--- src/rtl/addertree_pkg.sv ---
// Shared definitions for the pipelined adder tree / accumulator.
//   clog_radix : number of RADIX-ary levels needed to reduce n operands to one
//   sum_width  : exact width of the full tree sum
//   side_t     : sideband carried beside the data in every pipeline stage
package addertree_pkg;

   // valid marks a real beat, last is the effective group-last flag
   typedef struct packed {
      logic valid;
      logic last;
   } side_t;

   function automatic int clog_radix(input int n, input int r);
      int     lv;
      longint p;
      lv = 32'sd0;
      p  = 64'sd1;
      for (int i = 32'sd0; i < 32'sd32; i++) begin
         if (p < longint'(n)) begin
            p  = p * longint'(r);
            lv = lv + 32'sd1;
         end else begin
            p  = p;
         end
      end
      return lv;
   endfunction

   function automatic int sum_width(input int n_in, input int in_w);
      return in_w + $clog2(n_in);
   endfunction

endpackage

--- src/rtl/addertree_level.sv ---
// One registered RADIX-ary reduction level of the adder tree.
//   clk, rst        : clock, async active-high reset
//   en              : pipeline advance enable
//   in_side/in_data : N_IN_L values of width W plus sideband
//   out_side/out_data : N_IN_L/RADIX registered partial sums plus sideband
// N_IN_L must be a multiple of RADIX; the top pads the operand vector so
// this always holds. Widths are sized so that no partial sum can overflow,
// so plain modular addition gives the exact two's-complement result.
module addertree_level
   import addertree_pkg::*;
#(
   parameter int N_IN_L = 32'sd9,
   parameter int W      = 32'sd20,
   parameter int RADIX  = 32'sd3
) (
   input  logic                             clk,
   input  logic                             rst,
   input  logic                             en,
   input  side_t                            in_side,
   input  logic [N_IN_L-1:0][W-1:0]         in_data,
   output side_t                            out_side,
   output logic [N_IN_L/RADIX-1:0][W-1:0]   out_data
);

   localparam int N_OUT = N_IN_L / RADIX;

   logic [N_OUT-1:0][W-1:0] sum_s;

   // group-of-RADIX adders feeding the stage register
   always_comb begin
      sum_s = '0;
      for (int o = 32'sd0; o < N_OUT; o++) begin
         for (int k = 32'sd0; k < RADIX; k++) begin
            sum_s[o] = sum_s[o] + in_data[o*RADIX + k];
         end
      end
   end

   // stage register: data and sideband advance together on en
   always_ff @(posedge clk or posedge rst) begin
      if (rst) begin
         out_side <= '0;
         out_data <= '0;
      end else if (en) begin
         out_side <= in_side;
         out_data <= sum_s;
      end
   end

endmodule

--- src/rtl/addertree_acc_pipe.sv ---
// Pipelined signed adder tree with valid/ready handshake and an optional
// multi-beat saturating accumulator.
//   clk, rst            : clock, async active-high reset
//   in_valid/in_ready   : input beat handshake (in_ready is combinational)
//   in_data             : N_IN signed IN_W-bit operands
//   in_last             : final beat of an accumulation group
//   acc_en              : 1 = accumulate until in_last, 0 = every beat closes
//   out_valid/out_ready : result handshake
//   out_data            : saturated group sum, ACC_W bits signed
//   out_sat             : group clamped at least once
module addertree_acc_pipe
   import addertree_pkg::*;
#(
   parameter int N_IN  = 32'sd9,
   parameter int IN_W  = 32'sd16,
   parameter int RADIX = 32'sd3,
   parameter int ACC_W = 32'sd24
) (
   input  logic                         clk,
   input  logic                         rst,
   input  logic                         in_valid,
   output logic                         in_ready,
   input  logic [N_IN-1:0][IN_W-1:0]    in_data,
   input  logic                         in_last,
   input  logic                         acc_en,
   output logic                         out_valid,
   input  logic                         out_ready,
   output logic signed [ACC_W-1:0]      out_data,
   output logic                         out_sat
);

   localparam int SUM_W  = sum_width(N_IN, IN_W);
   localparam int LEVELS = clog_radix(N_IN, RADIX);
   localparam int N_PAD  = RADIX ** LEVELS;

   localparam logic [ACC_W-1:0] ACC_MAX = {1'b0, {(ACC_W-1){1'b1}}};
   localparam logic [ACC_W-1:0] ACC_MIN = {1'b1, {(ACC_W-1){1'b0}}};

   logic                        en_s;
   logic [N_PAD-1:0][SUM_W-1:0] pad_s;
   side_t                       side0_s;
   logic [SUM_W-1:0]            tree_sum_s;
   side_t                       tree_side_s;

   logic [ACC_W:0]              base_s;
   logic [ACC_W:0]              wide_s;
   logic [ACC_W-1:0]            clamp_s;
   logic                        ovf_s;
   logic                        sat_grp_s;

   logic [ACC_W-1:0]            acc_r;
   logic                        sat_r;
   logic                        first_r;
   logic                        out_valid_r;
   logic [ACC_W-1:0]            out_data_r;
   logic                        out_sat_r;

   // the whole pipeline freezes only while a result waits to be consumed
   assign en_s     = !out_valid_r || out_ready;
   assign in_ready = en_s;

   // sign-extend operands to the exact sum width; padding lanes stay zero
   always_comb begin
      pad_s = '0;
      for (int i = 32'sd0; i < N_IN; i++) begin
         pad_s[i] = {{(SUM_W-IN_W){in_data[i][IN_W-1]}}, in_data[i]};
      end
   end

   // effective last is captured at acceptance so later acc_en edges cannot
   // reinterpret a beat already in flight
   always_comb begin
      side0_s.valid = in_valid && en_s;
      side0_s.last  = in_last || !acc_en;
   end

   for (genvar l = 32'sd0; l < LEVELS; l++) begin : g_lvl
      localparam int NI = N_PAD / (RADIX ** l);
      logic [NI/RADIX-1:0][SUM_W-1:0] dat_s;
      side_t                          side_s;
      if (l == 32'sd0) begin : g_first
         addertree_level #(
            .N_IN_L (NI),
            .W      (SUM_W),
            .RADIX  (RADIX)
         ) u_level (
            .clk      (clk),
            .rst      (rst),
            .en       (en_s),
            .in_side  (side0_s),
            .in_data  (pad_s),
            .out_side (side_s),
            .out_data (dat_s)
         );
      end else begin : g_next
         addertree_level #(
            .N_IN_L (NI),
            .W      (SUM_W),
            .RADIX  (RADIX)
         ) u_level (
            .clk      (clk),
            .rst      (rst),
            .en       (en_s),
            .in_side  (g_lvl[l-1].side_s),
            .in_data  (g_lvl[l-1].dat_s),
            .out_side (side_s),
            .out_data (dat_s)
         );
      end
   end

   assign tree_sum_s  = g_lvl[LEVELS-1].dat_s[0];
   assign tree_side_s = g_lvl[LEVELS-1].side_s;

   // accumulate at ACC_W+1 bits; the two top bits disagree exactly when the
   // sum left the ACC_W range, and the top bit then gives the direction
   always_comb begin
      base_s    = first_r ? {(ACC_W+1){1'b0}} : {acc_r[ACC_W-1], acc_r};
      wide_s    = base_s + {{(ACC_W+1-SUM_W){tree_sum_s[SUM_W-1]}}, tree_sum_s};
      if (wide_s[ACC_W] != wide_s[ACC_W-1]) begin
         clamp_s = wide_s[ACC_W] ? ACC_MIN : ACC_MAX;
         ovf_s   = 1'b1;
      end else begin
         clamp_s = wide_s[ACC_W-1:0];
         ovf_s   = 1'b0;
      end
      sat_grp_s = (first_r ? 1'b0 : sat_r) | ovf_s;
   end

   // accumulator, group state and output register; bubbles leave acc alone
   always_ff @(posedge clk or posedge rst) begin
      if (rst) begin
         acc_r       <= '0;
         sat_r       <= 1'b0;
         first_r     <= 1'b1;
         out_valid_r <= 1'b0;
         out_data_r  <= '0;
         out_sat_r   <= 1'b0;
      end else if (en_s) begin
         out_valid_r <= tree_side_s.valid && tree_side_s.last;
         if (tree_side_s.valid) begin
            if (tree_side_s.last) begin
               out_data_r <= clamp_s;
               out_sat_r  <= sat_grp_s;
               acc_r      <= '0;
               sat_r      <= 1'b0;
               first_r    <= 1'b1;
            end else begin
               acc_r      <= clamp_s;
               sat_r      <= sat_grp_s;
               first_r    <= 1'b0;
            end
         end
      end
   end

   assign out_valid = out_valid_r;
   assign out_data  = out_data_r;
   assign out_sat   = out_sat_r;

endmodule
--- config.mk ---
export PLATFORM = sky130hd
export DESIGN_NAME = addertree_acc_pipe
export DESIGN_NICKNAME = d
export VERILOG_FILES = /design/src/rtl/addertree_pkg.sv /design/src/rtl/addertree_level.sv /design/src/rtl/addertree_acc_pipe.sv
export SDC_FILE = /design/constraint.sdc
export NUM_CORES = 1
export LEC_CHECK = 0
export ABC_CLOCK_PERIOD_IN_PS = 3900
export CAP_MARGIN = 20
export CORE_MARGIN = 2
export CORE_UTILIZATION = 51
export DETAILED_ROUTE_END_ITERATION = 10
export GPL_ROUTABILITY_DRIVEN = 0
export GPL_TIMING_DRIVEN = 0
export PLACE_DENSITY = 0.79
export SETUP_SLACK_MARGIN = 0.4
export SKIP_CTS_REPAIR_TIMING = 1
export SLEW_MARGIN = 20
export SYNTH_ARGS = -nofsm -noshare
export SYNTH_HDL_FRONTEND = slang
export SYNTH_SLANG_ARGS = --single-unit
--- constraint.sdc ---
create_clock -name clk -period 3.9 [get_ports clk]
set_input_delay 0.585 -clock clk [delete_from_list [all_inputs] [get_ports clk]]
set_output_delay 0.585 -clock clk [all_outputs]
set_load 0.005 [all_outputs]
# Word level (Yosys, flattened, before mapping)
# Index checks and enable logic that the tools add are counted.
[totals]
word_cells = 41
input_bits = 150
out_inout_bits = 27
reg_bits = 136
[classes]
muxes = 8
bitwise = 1
eq_ne = 1
n_addsub = 9
n_reduce_logical = 8
[op_table]
columns = ["cell", "count"]
rows = [
  ["$add A20 B20 Y20", 5],
  ["$mux W24", 3],
  ["$add A16 B16 Y17", 3],
  ["$add A25 B25 Y25", 1],
  ["$mux W25", 1],
  ["$mux W1", 4],
  ["$reduce_and A3 Y1", 1],
  ["$logic_and A1 B1 Y1", 2],
  ["$logic_not A1 Y1", 2],
  ["$logic_or A1 B1 Y1", 2],
  ["$reduce_and A2 Y1", 1],
  ["$ne A1 B1 Y1", 1],
  ["$or A1 B1 Y1", 1],
]

# Depth between registers and ports, before layout
# Gate-level depths: netlist of the first run.
[logic_depth]
ltp_word = 6
depth_mapped = 21
mapped_depth_nobuf = 21

# Cells and area by module
# From an unflattened synthesis of the first run, not the netlist that was laid out.
[hier_totals]
hier_cells = 1248
area_unflattened_um2 = 12094.1
[modules_own_cells]
columns = ["module", "instances", "seq_area_each_um2", "area_each_um2", "cells_each"]
rows = [
  ["addertree_level at g_lvl[0].g_first.u_level", 1, 1551.5, 6241.0, 606],
  ["addertree_acc_pipe", 1, 1302.5, 3590.9, 413],
  ["addertree_level at g_lvl[1].g_next.u_level", 1, 550.5, 2262.2, 229],
]

# Worst setup path after synthesis of the first run
# OpenSTA, ideal clock, no wires.
[synth_path]
kind = "input port to flip-flop"
from = "input port in_data[1] (netlist bit)"
to = "register g_lvl[0].g_first.u_level.out_data[17] (netlist bit)"
n_path_buf = 0
setup_slack_ps = -182
arrival_ps = 4017
setup_ps = 65
required_ps = 3835
stages = 18
cell_sequence = "ha_1 a21o_1 a21oi_1 o21ai_0 a211o_1 a31oi_1 o21bai_1 a21oi_1 xnor2_1 ha_1 or2_2 or4_1 o31ai_1 o31ai_1 a21oi_1 o21bai_1 a2111o_1 nand2_1"
[synth_via]
elab_chain_len = 2
[synth_lines]
columns = ["element", "line_no", "text"]
rows = [
  ["start: declaration", "addertree_acc_pipe.sv:23", "input logic [N_IN-1:0][IN_W-1:0] in_data,"],
  ["$add A16 B16 Y17", "addertree_level.sv:34", "sum_s[o] = sum_s[o] + in_data[o*RADIX + k];"],
  ["$add A20 B20 Y20", "addertree_level.sv:34", ""],
  ["end signal: assignment", "addertree_level.sv:46", "out_data <= sum_s;"],
  ["end: declaration", "addertree_level.sv:22", "output logic [N_IN_L/RADIX-1:0][W-1:0] out_data"],
]
# No other way between the ends.
# A chain may end at the register's enable or synchronous reset.

# Worst setup path in the final report of the first run
# Same ends and word-level chain as after synthesis.

==> results of run 1 <==
[report_power, final]
part           internal, W  switching [W]  leakage [nW]
clock network      0.00108       0.000630         0.290
registers          0.00217       0.000561          1.63
logic              0.00437        0.00534          5.26
total              0.00761        0.00653          7.18
[path summary, 6_finish.rpt]
check / endpoint / slack, ns
min in group clk: g_lvl[0].g_first.u_level.out_side[1] / 0.47
worst max register to register: acc_r[5] / 0.30
worst max-delay path: g_lvl[0].g_first.u_level.out_data[17] / -0.10
max in group asynchronous: first_r / 2.58
worst min-delay path: out_data[2] / 0.40
worst min register to register: g_lvl[0].g_first.u_level.out_side[1] / 0.47
[kinds of logic (layout without fill, tap and decap cells)]
family,count (synthesis),in the layout
AOI/OAI and AO/OA,442,442
xor gates and xnor gates,113,113
adders and majority gates,171,171
buffers and inverters,104,376
DFF,136,136
muxes,2,2
and+or+nand+nor,377,377
[Yosys cell counts (all sizes together) (7+ instances only)]
| master | instances |
|---|---|
| a211oi | 9 |
| a21boi | 7 |
| a21o | 37 |
| a21oi | 158 |
| a221o | 14 |
| a31oi | 15 |
| and2 | 7 |
| and3 | 8 |
| buf | 9 |
| clkbuf | 31 |
| dfrtp | 135 |
| fa | 27 |
| ha | 144 |
| inv | 64 |
| nand2 | 129 |
| nand2b | 18 |
| nand3 | 18 |
| nor2 | 106 |
| nor2b | 38 |
| nor3 | 23 |
| o21a | 16 |
| o21ai | 101 |
| o21bai | 22 |
| o31ai | 16 |
| or2 | 8 |
| or3 | 8 |
| xnor2 | 71 |
| xor2 | 42 |
[final cells by class]
type                       count  area (sq um)  share of cell area
inverter                      64           244              0.0154
clock inverter                12           178              0.0112
timing repair buffer         242          2360               0.149
clock buffer                  18           439              0.0277
sequential                   136          3400               0.214
buffer                        40           194              0.0122
tap                          285           357              0.0225
multi-input combinational   1105          8700               0.548
[through the flow]
step / setup TNS [ns] / area, sq um / util / worst slack, ns
floorplan: 0 / 11900 / - / 0.109
global placement: -10.60 / 14000 / 0.620 / -0.720
detailed placement: -12.15 / 14100 / 0.623 / -0.749
CTS: -2.17 / 14700 / 0.650 / -0.324
global route: -0.364 / 15900 / 0.701 / -0.186
finish: -0.190 / 15900 / 0.701 / -0.103
[state kept, by name (all words and copies together) (netlist names)]
register                        cells
g_lvl.g_first.u_level.out_data     60
acc_r                              24
out_data                           24
g_lvl.g_next.u_level.out_data      20
g_lvl.g_first.u_level.out_side      2
g_lvl.g_next.u_level.out_side       2
first_r                             1
out_sat                             1
out_valid                           1
sat_r                               1
[layer usage]
metal,wire length [um],global-route usage
met5,0,0
met4,1200,0.0813
met1,13200,0.304
met3,2240,0.0481
met2,16000,0.414
[placed cells by master (no fill, tap or decap), drive strengths merged, types with 5 or more instances in the layout]
| cell type | netlist | layout |
|---|---|---|
| nand3 | 18 | 18 |
| inv | 64 | 63 |
| a21boi | 7 | 7 |
| dlymetal6s2s | 0 | 14 |
| clkdlybuf4s50 | 0 | 152 |
| clkinvlp | 0 | 5 |
| a211oi | 9 | 9 |
| and3 | 8 | 8 |
| xor2 | 42 | 42 |
| and2 | 7 | 7 |
| fa | 27 | 27 |
| or3 | 8 | 8 |
| nand2 | 129 | 129 |
| a21o | 37 | 37 |
| o21bai | 22 | 22 |
| buf | 9 | 81 |
| nand2b | 18 | 18 |
| nor3 | 23 | 23 |
| a21oi | 158 | 158 |
| clkbuf | 31 | 53 |
| or2 | 8 | 8 |
| xnor2 | 71 | 71 |
| o21a | 16 | 16 |
| a221o | 14 | 14 |
| a31oi | 15 | 15 |
| ha | 144 | 144 |
| dfrtp | 135 | 135 |
| o31ai | 16 | 16 |
| nor2 | 106 | 106 |
| o21ai | 101 | 101 |
| nor2b | 38 | 38 |
[critical path, stage by stage]
cell and delay, ns:
buf_6 0.10, ha_4 0.22, a21o_1 0.18, a21oi_4 0.18
o21ai_2 0.09, a211o_1 0.34, a31oi_4 0.19, o21bai_1 0.11
a21oi_2 0.16, xnor2_1 0.10, ha_2 0.21, or2_4 0.27
or4_4 0.55, o31ai_4 0.08, o31ai_2 0.12, a21oi_1 0.19
o21bai_1 0.13, a2111o_1 0.47, nand2_1 0.09
==> results by group, run 1 <==
Outcome
  – Status: finished, violations left
  – Violated checks: setup timing

Logic synthesis
  – Top FF cell, synth: dfrtp_1
  – Yosys top cell area share: 0.287
  – Unique masters post-synth: 71
  – Adder-cell area share of the yosys netlist: 0.199
  – Area contributors post-synth: dfrtp_1 (29%), ha_1 (15%), a21oi_1 (6.6%), xnor2_1 (5.3%), fa_1 (4.6%)
  – Synth area leader: dfrtp_1
  – Syn_nets: around 1700
  – Largest family of logic cells by synthesized area: compound AO/OA/AOI/OAI gates
  – Post-Synth Simple-Gate Area: 0.149
  – Compound-Gate Fraction of Synth Area: 0.242
  – Mux contribution to synthesized area: 0.00181
  – Syn_area_per_cell: around 8.7 sq um
  – Async SR Flop Fraction: 1.00
  – Post-synth EDFFs: 0
  – Mapped Cells: about 1300
  – Seq/Total Area, Yosys: 0.289
  – Synth Area in XOR/XNOR: 0.0842
  – FF+latch count, synth: ~140
  – Synthesized area: 0.0118 sq mm
  – Yosys warning total: 0

Critical path
  – Number of cells on the worst reg-to-reg path: 15
  – CP Capture Type: flip-flop
  – Crit path kind: in -> reg
  – Worst path required time: about 4.3 ns
  – Crit-path max FO: 3
  – Reg-to-Reg Start: first_r
  – Worst EP arrival: about 4.4 ns
  – CP Launch Point: in_data[1]
  – Kind of start point of the critical path: primary input

Place
  – DP Cell Count: 1810
  – IO buf count: around 180
  – Final HPWL DP: between 20000 and 25000 um

Global routing
  – Vias in the first global route: just over 10000
  – Global-route wire length before repair: between 40000 and 50000 um
  – Gr usage total: 0.241
  – Antenna violations before repair: 0
  – GRT Residual Overflow: 0
  – Largest net degree at the start of global routing: 37

Hold path
  – Hold/Removal Path Class: in -> async

CTS
  – CTS tree: yes
  – H-tree lvl count: 4
  – Clk sinks: around 140
  – Clock buffer count from CTS: 17
  – Clock slew at reported path FFs: approximately 0.060 ns
  – Maximum root-to-sink buffer count: 2
  – Clk root buf: clkbuf_16
  – Clock Latency Late Sink: approximately 0.44 ns

Drt
  – DRC violations left: 0
  – Iteration count of the initial detailed-routing pass: 5
  – Routed via count: around 11000
  – Routed wire length: around 33000 um
  – DR iter-0 viols: roughly 800
  – DR WL/cell: approximately 17 um
  – ANT nets after route: 0
  – Vias per inst: just under 6

Pwr
  – Peak supply drop: between 500 and 600 uV
  – PwrDens: 890 mW/mm^2
  – Total chip power: ~0.014 W
  – Lkg Pwr: between 7 and 8 nW

Layout
  – Share of layout cells above drive strength 1: 0.160
  – ANT cells: 0
  – Fill cell count: between 1500 and 2000
  – Finished Layout Cells: around 1900
  – Nets@finish: 1927
  – Area growth syn-to-layout: 35.0%

Timing
  – Final min period: approximately 4.0 ns
  – Unrepaired setup endpoints after global routing: yes
  – Worst rel slew slack: 0.551
  – Hold WS: slightly below 0.4 ns
  – Final Worst Setup Slack: -0.103 ns
  – F_max: 250 MHz
  – Max-slew violations: 0
  – Final hold vios: 0
  – Slew @ Worst Pin: just under 0.7 ns
  – Tcrit/Tclk final: 1.03
  – Skew final: roughly 0.013 ns
  – Setup Viol. Count Final: 2

Die
  – I/O pin count: between 150 and 200
  – Num rows: between 50 and 60
  – Die ar.: between 0.02 and 0.025 sq mm
  – Starting Density: 0.519
  – Core area: 0.0226 sq mm
  – Die span in y: between 150 and 200 um
  – Die width: 156 um

Run
  – Max-Cap Viols: 0
Note: power is estimated with default switching activity, not from simulation.
==> run 2: changes to the inputs <==
--- a/config.mk
+++ b/config.mk
@@ -6,7 +6,6 @@
 export NUM_CORES = 1
 export LEC_CHECK = 0
 export ABC_CLOCK_PERIOD_IN_PS = 3900
-export CAP_MARGIN = 20
 export CORE_MARGIN = 2
 export CORE_UTILIZATION = 51
 export DETAILED_ROUTE_END_ITERATION = 10
==> results of run 2 <==
Final layout, timing and power as in run 1 (identical DEF).
